$ cat config.mk
export PLATFORM = sky130hd
export DESIGN_NAME = dcnn_dram_rd_arb
export DESIGN_NICKNAME = d
export VERILOG_FILES = /design/src/rtl/dcnn_dram_rd_arb.sv
export SDC_FILE = /design/constraint.sdc
export NUM_CORES = 1
export LEC_CHECK = 0
export BUFFER_PORTS_ARGS = -buffer_cell sky130_fd_sc_hd__buf_4
export CORE_MARGIN = 2
export CORE_UTILIZATION = 35
export CTS_BUF_LIST = sky130_fd_sc_hd__clkbuf_8 sky130_fd_sc_hd__clkbuf_16
export DETAILED_ROUTE_END_ITERATION = 10
export PLACE_DENSITY = 0.71
export SETUP_SLACK_MARGIN = 0.3
export SYNTH_ARGS = -nofsm -noshare
export SYNTH_HDL_FRONTEND = slang
export SYNTH_SLANG_ARGS = --single-unit
$ cat constraint.sdc
create_clock -name clk -period 3.1 [get_ports clk]
set_input_delay 0.155 -clock clk [delete_from_list [all_inputs] [get_ports clk]]
set_output_delay 0.155 -clock clk [all_outputs]
set_load 0.01 [all_outputs]
$ cat src/rtl/dcnn_dram_rd_arb.sv
// Round-robin, burst-granular arbiter sharing one DRAM read port among the
// kernel fetcher and the odd/even fin fetchers; one burst outstanding at a time.
module dcnn_dram_rd_arb #(
  parameter int DW       = 32,
  parameter int AW       = 32,
  parameter int NREQ     = 3,
  parameter int LEN_BITS = 8
) (
  input  logic                     clk,
  input  logic                     arst,
  input  logic [NREQ-1:0]          req_vld,
  output logic [NREQ-1:0]          req_rdy,
  input  logic [NREQ*AW-1:0]       req_addr,
  input  logic [NREQ*LEN_BITS-1:0] req_len,
  output logic                     mem_req_vld,
  input  logic                     mem_req_rdy,
  output logic [AW-1:0]            mem_req_addr,
  output logic [LEN_BITS-1:0]      mem_req_len,
  input  logic                     mem_rd_vld,
  output logic                     mem_rd_rdy,
  input  logic [DW-1:0]            mem_rd_data,
  output logic [NREQ-1:0]          rsp_vld,
  input  logic [NREQ-1:0]          rsp_rdy,
  output logic [DW-1:0]            rsp_data,
  output logic                     rsp_last,
  output logic [1:0]               gnt_id,
  output logic                     busy
);

  // Handshakes: a transfer happens on a rising edge where vld && rdy.
  // vld never waits for rdy, and once raised vld and its payload hold until taken.

  typedef enum logic [1:0] {IDLE, ISSUE, XFER} state_t;

  state_t              state, state_nxt;
  logic [1:0]          rr_ptr;
  logic [LEN_BITS-1:0] cnt;
  logic [AW-1:0]       addr_q;
  logic [LEN_BITS-1:0] len_q;
  logic [1:0]          win;
  logic                win_vld;
  logic [1:0]          idx;
  logic                beat_done;

  // Search starts just past the last served requester, so it ends up lowest priority.
  always_comb begin
    win     = 2'd0;
    win_vld = 1'b0;
    idx     = rr_ptr;
    for (int k = 0; k < NREQ; k++) begin
      idx = (idx == 2'(NREQ-1)) ? 2'd0 : idx + 2'd1;
      if (!win_vld && req_vld[idx]) begin
        win     = idx;
        win_vld = 1'b1;
      end
    end
  end

  always_comb begin
    state_nxt   = state;
    req_rdy     = '0;
    mem_req_vld = 1'b0;
    mem_rd_rdy  = 1'b0;
    rsp_vld     = '0;
    rsp_data    = '0;
    rsp_last    = 1'b0;
    beat_done   = 1'b0;
    case (state)
      IDLE: begin
        // Gate with arst so the 0-cycle accept cannot show while reset is held.
        if (win_vld && !arst) begin
          req_rdy[win] = 1'b1;
          state_nxt    = ISSUE;
        end
      end
      ISSUE: begin
        mem_req_vld = 1'b1;
        if (mem_req_rdy) state_nxt = XFER;
      end
      XFER: begin
        mem_rd_rdy      = rsp_rdy[gnt_id];
        rsp_vld[gnt_id] = mem_rd_vld;
        rsp_data        = mem_rd_data;
        rsp_last        = (cnt == '0);
        beat_done       = mem_rd_vld && rsp_rdy[gnt_id];
        if (beat_done && cnt == '0) state_nxt = IDLE;
      end
      default: state_nxt = IDLE;
    endcase
  end

  always_ff @(posedge clk or posedge arst) begin
    if (arst) begin
      state  <= IDLE;
      rr_ptr <= 2'(NREQ-1);
      cnt    <= '0;
      gnt_id <= 2'd0;
      addr_q <= '0;
      len_q  <= '0;
    end else begin
      state <= state_nxt;
      if (state == IDLE && win_vld) begin
        addr_q <= req_addr[win*AW +: AW];
        len_q  <= req_len[win*LEN_BITS +: LEN_BITS];
        cnt    <= req_len[win*LEN_BITS +: LEN_BITS];
        gnt_id <= win;
      end
      if (beat_done) begin
        if (cnt != '0) cnt <= cnt - 1'b1;
        else           rr_ptr <= gnt_id;
      end
    end
  end

  assign mem_req_addr = addr_q;
  assign mem_req_len  = len_q;
  assign busy         = (state != IDLE);

endmodule
After elaboration in Yosys (flattened, before gate mapping)
Index checks and enable logic that the tools add are counted.
{"block": "classes", "add_sub_neg": 4, "n_mul": 0, "div_mod_pow": 0, "magnitude_cmp": 7, "n_eq_ne": 8, "n_shift": 2, "n_mux": 36, "bitwise_logic": 2, "reduce_logical": 17}
{"cell": "96-bit by 8-bit indexed part select with 32-bit output", "count": 1}
{"cell": "32-bit two-way mux", "count": 1}
{"cell": "8-bit two-way mux", "count": 3}
{"cell": "24-bit by 6-bit indexed part select with 8-bit output", "count": 1}
{"cell": "2-bit two-way mux", "count": 9}
{"cell": "2-bit by 3-bit < comparator with 1-bit output, second input constant", "count": 5}
{"cell": "1-bit two-way mux", "count": 13}
{"cell": "3-bit two-way mux", "count": 3}
{"cell": "1-bit binary-select mux with 2-bit select", "count": 4}
{"cell": "2-bit equality test, second input constant", "count": 4}
{"cell": "1-bit logical AND", "count": 8}
{"cell": "8-bit zero test", "count": 1}
{"cell": "8-bit nonzero test", "count": 1}
{"cell": "8-bit by 1-bit subtractor with 8-bit output, second input constant", "count": 1}
{"cell": "2-bit by 1-bit adder with 2-bit output, second input constant", "count": 3}
{"cell": "2-bit inequality test, second input constant", "count": 3}
{"cell": "2-bit case mux with 3 select lines", "count": 1}
{"cell": "1-bit demux with 2-bit select", "count": 2}
{"cell": "2-bit by 1-bit >= comparator with 1-bit output, second input constant", "count": 2}
{"cell": "3-bit AND", "count": 1}
{"cell": "1-bit zero test", "count": 3}
{"cell": "3-bit AND reduction", "count": 1}
{"cell": "2-bit by 1-bit equality test with 1-bit output, second input constant", "count": 1}
{"cell": "2-bit zero test", "count": 1}
{"cell": "3 further kinds", "count": 3}
{"block": "totals", "register_bits": 54, "latch_bits": 0, "ram_bits": 0, "romBits": 0, "input_bits": 162, "out_inout_bits": 84, "elab_cells": 82, "n_memories": 0}

Longest topological paths before layout
{"block": "depth", "ltp_word": 17, "depth_mapped": 8, "mapped_depth_nobuf": 7}

Worst setup path after synthesis
No wires, ideal clock.
{"block": "synth_path", "path_type": "reg2reg", "start": "register cnt[0]", "end": "register cnt[7]", "setup_ns": 0.124, "t_arrival_ns": 1.919, "required_time_ns": 2.976, "setup_slack_ns": 1.057, "path_stages_with_launch": 8, "n_path_buf": 0, "period_less_slack_ns": 2.043, "path_cell_list": "dfrtp_1 inv_1 ha_1 nor4b_2 and2_2 nor3_1 mux2_2 a211o_1"}
{"block": "synth_via", "elab_chain_cells": 3, "elab_cells_between_ends": 4, "cone_classes": "1 x add/sub; 2 x mux; 1 x reduce/logical"}
{"element": "start, declared", "line": "37", "rtl": "logic [LEN_BITS-1:0] cnt;"}
{"element": "start signal, assigned", "line": "105", "rtl": "cnt <= req_len[win*LEN_BITS +: LEN_BITS];"}
{"element": "start signal, assigned", "line": "109", "rtl": "if (cnt != '0) cnt <= cnt - 1'b1;"}
{"element": "8-bit by 1-bit subtractor with 8-bit output / 8-bit nonzero test (equally long branches)", "line": "109"}
{"element": "8-bit two-way mux (*)", "line": "109"}
{"element": "8-bit two-way mux (*)", "line": "108", "rtl": "if (beat_done) begin"}
Mark *: on every way between the ends. The rest lies on a longest branch, timed or not.
A chain may end at the register's enable or synchronous reset.

Worst setup path after layout
{"block": "layout_path", "start": "register rr_ptr[0]", "end": "output req_rdy[0]"}
{"block": "layout_via", "elab_chain_cells": 17, "elab_cells_between_ends": 33, "cone_classes": "3 x add/sub; 2 x order compare; 3 x eq/ne; 19 x mux; 6 x reduce/logical"}
{"element": "start, declared", "line": "36", "rtl": "logic [1:0] rr_ptr;"}
{"element": "start signal, assigned", "line": "95", "rtl": "rr_ptr <= 2'(NREQ-1);"}
{"element": "start signal, assigned", "line": "110", "rtl": "else rr_ptr <= gnt_id;"}
{"element": "2-bit by 1-bit adder with 2-bit output / 2-bit equality test (equally long branches)", "line": "51", "rtl": "idx = (idx == 2'(NREQ-1)) ? 2'd0 : idx + 2'd1;"}
{"element": "2-bit two-way mux (*)", "line": "51"}
{"element": "branches (longest 13 deep; another with 2-bit by 3-bit < comparator with 1-bit output)"}
{"element": "3-bit two-way mux (*)", "line": "71", "rtl": "if (win_vld && !arst) begin"}
{"element": "3-bit two-way mux (*)", "line": "68", "rtl": "case (state)"}
{"element": "end, declared", "line": "12", "rtl": "output logic [NREQ-1:0] req_rdy,"}
Mark *: on every way between the ends. The select of a mux whose other input is x is not followed.

==> metrics.cfg <==
[clock_network]
postCtsHoldBufs = 1
cts_buffer_depth = 2
cts_made_buffers = 5
htreeDepth = 2
cts_setup_buffers = 0
cts.sinks = 54
cts_resized = 0
cts-root-buf = clkbuf_8
clk_latency_ns = 0.30
cts_tree = built
path_clk_slew_ns = 0.09

[worst_hold_path]
min_from = mem_req_rdy
hold_path.class = primary input to register
min_path_cells = 2
hold_end = state[1]$_DFFE_PP0P_

[timing]
hold_ws_ns = 0.0908
setup_ws_ns = 0.498
period_share_pct = 83.9
worst_slew_pin_slew_ns = 1.00
slew_viol_final = 0
skew_ns = 0.0107
period_minus_slack_ns = 2.60
grt_setup_unrepaired = no
setup_tns_ns = 0
slew_headroom_pct = 33.2
max_freq_mhz = 384
setup_viol_count_final = 0
hold_viol = 0

[global_route]
grt_pass1_vias = 3596
antenna_found_initial = 0
grt_max_degree = 56
grt_pass1_wl_um = 18300
grt_overflow_total = 0
grtUsageTotal_pct = 22.9

[synthesis]
synth_seq_cells = 54
synthTopCellsByArea = dfrtp_1 40%, a21o_1 9.6%, nand2_1 9.3%, a31oi_1 7.0%, o21ai_0 6.8%
yosysSeqAreaShare_pct = 41.1
syn_area_per_cell_um2 = 8.19
synth-edff-count = 0
ys_types = 40
async_reset_ff_share_pct = 100
syn-cell-area_um2 = 3290
yosysWarnings = 0
synth_nets = 566
syn_inst = 402
synthFlopType = dfrtp_1
synth_top_area_share_pct = 40.3
yosysTopAreaCell = dfrtp_1

[layout]
area_growth_pct = 61.6
fillCellCount = 829
multiInputGateArea_um2 = 1820
nets = 796
seqCellArea_um2 = 1350
n_antenna_cell = 0
drive_gt1_share_pct = 42.8

[critical_path]
cp.required_ns = 2.94
crit_cells = 5
cp_slowest_cell = a21o_1
crit_arrival_ns = 2.45
endpoint_kind = output port
r2r_start = rr_ptr[0]$_DFFE_PP0P_
rrSetupSlack_ns = 0.77
path_delay_family = compound AO/OA/AOI/OAI gates
path_common_cell = buf_4
cpPeakStageDelay_ns = 0.69
crit_chain = nor3b_1 -> a21o_1 -> buf_4 -> nor4_1 -> buf_4
cp-start-kind = register
r2r-end = mem_req_addr[30]$_DFFE_PP0N_
crit_buf_inv = 2
reg2regPathDepth = 6
worstPathMaxFanout = 24
critical_path_class = register to output port

[drt]
totalWireLength_um = 12300
routedWlPerCell_um = 16.5
drt_iter0_markers = 154
vias = 3860
vias_per_cell = 5.19
drc = 0
dr.pass1.iters = 5
ant_nets = 0

[floorplan]
ioPinCount = 246
die_x_um = 101
core_area_um2 = 9200
dieArea_um2 = 10200
die_h_um = 101
start_util_pct = 35.8
row_count = 35

[power_and_ir_drop]
power_density_nw_per_um2 = 753
ir_drop_v = 0.000399
power_leakage_nw = 2.85

[run]
maxCapViolations = 0

[place]
dp_hpwl_um = 9670
place.gp.congestion = 0.869
io_buffer_count = 245
preCtsSetupSlack_ns = 0.793

[outcome]
outcome = completed

[registers in the layout, indices dropped and copies added (netlist names)]
signal	cells
mem_req_len	8
cnt	8
gnt_id	2
rr_ptr	2
mem_req_addr	32
state	2
[Yosys cell counts (all sizes together), types with 3 or more instances]
library cell / count
a211o: 3
a21o: 43
a21oi: 11
a22o: 3
a311o: 3
a31oi: 37
and2: 33
buf: 11
clkbuf: 20
dfrtp: 53
inv: 5
mux2: 3
nand2: 82
nand3: 3
nor2: 8
nor2b: 4
nor3: 6
nor3b: 3
o21ai: 45
or3: 3
[cells by family after synthesis]
group | Yosys count | synth area share (%)
compound gates | 151 | 29.4
fa+ha+maj | 2 | 0.760
buf+inv | 36 | 4.52
flops | 54 | 41.1
mux | 5 | 1.63
simple gates | 154 | 22.6
[layout make-up]
| class | instances | area share [%] |
|---|---|---|
| clock buffer | 5 | 1.29 |
| multi-input combinational | 312 | 34.2 |
| inverter | 5 | 0.353 |
| timing repair buffer | 254 | 35.9 |
| tap | 111 | 2.61 |
| sequential | 54 | 25.4 |
| clock inverter | 3 | 0.212 |
[worst max-delay path by stage]
stage | startpoint | to | slack [ns]
6_report | rr_ptr[0]$_DFFE_PP0P_ | req_rdy[0] | 0.50
3_3_place_gp | rr_ptr[0]$_DFFE_PP0P_ | req_rdy[0] | 0.90
4_1_cts | rr_ptr[0]$_DFFE_PP0P_ | req_rdy[0] | 0.49
2_1_floorplan | cnt[0]$_DFF_PP0_ | cnt[7]$_DFF_PP0_ | 1.06
5_1_grt | rr_ptr[0]$_DFFE_PP0P_ | req_rdy[0] | 0.32
3_5_place_dp | rr_ptr[0]$_DFFE_PP0P_ | mem_req_addr[30]$_DFFE_PP0N_ | 0.79
[placed cells by master (no fill, tap or decap), drive strengths merged, types with 4 or more instances in the layout]
cell type  count
a31oi         37
a21o          43
buf          253
nor2           8
nor3           6
and2          33
nand2         82
nor2b          4
dfrtp         53
a21oi         11
inv            8
o21ai         45
clkbuf         5
[where the power goes]
group	internal, mW	leakage (nW)	switching [mW]
clock	0.152	0.0519	0.224
combinational	1.17	2.15	1.15
sequential	1.05	0.656	0.260
[layer usage]
metal  wire, um  vias up  GRT usage (%)
met2       5950      153           37.4
met4        173        0           6.03
li1           -     1882              -
met1       5300     1811           30.6
met5          0        -              0
met3        880       14           5.48
[stage by stage]
step | instances | cell area [um2] | power (mW) | utilization [%]
2_1_floorplan | 402 | 3290 | 2.55 | -
3_3_place_gp | 735 | 5230 | 3.61 | 56.9
3_5_place_dp | 735 | 5230 | 3.67 | 56.9
4_1_cts | 744 | 5320 | 4.05 | 57.9
5_1_grt | 744 | 5320 | 4.33 | 57.9
6_report | 744 | 5320 | 4.01 | 57.9
No activity file was read; power rests on OpenSTA's default activity.
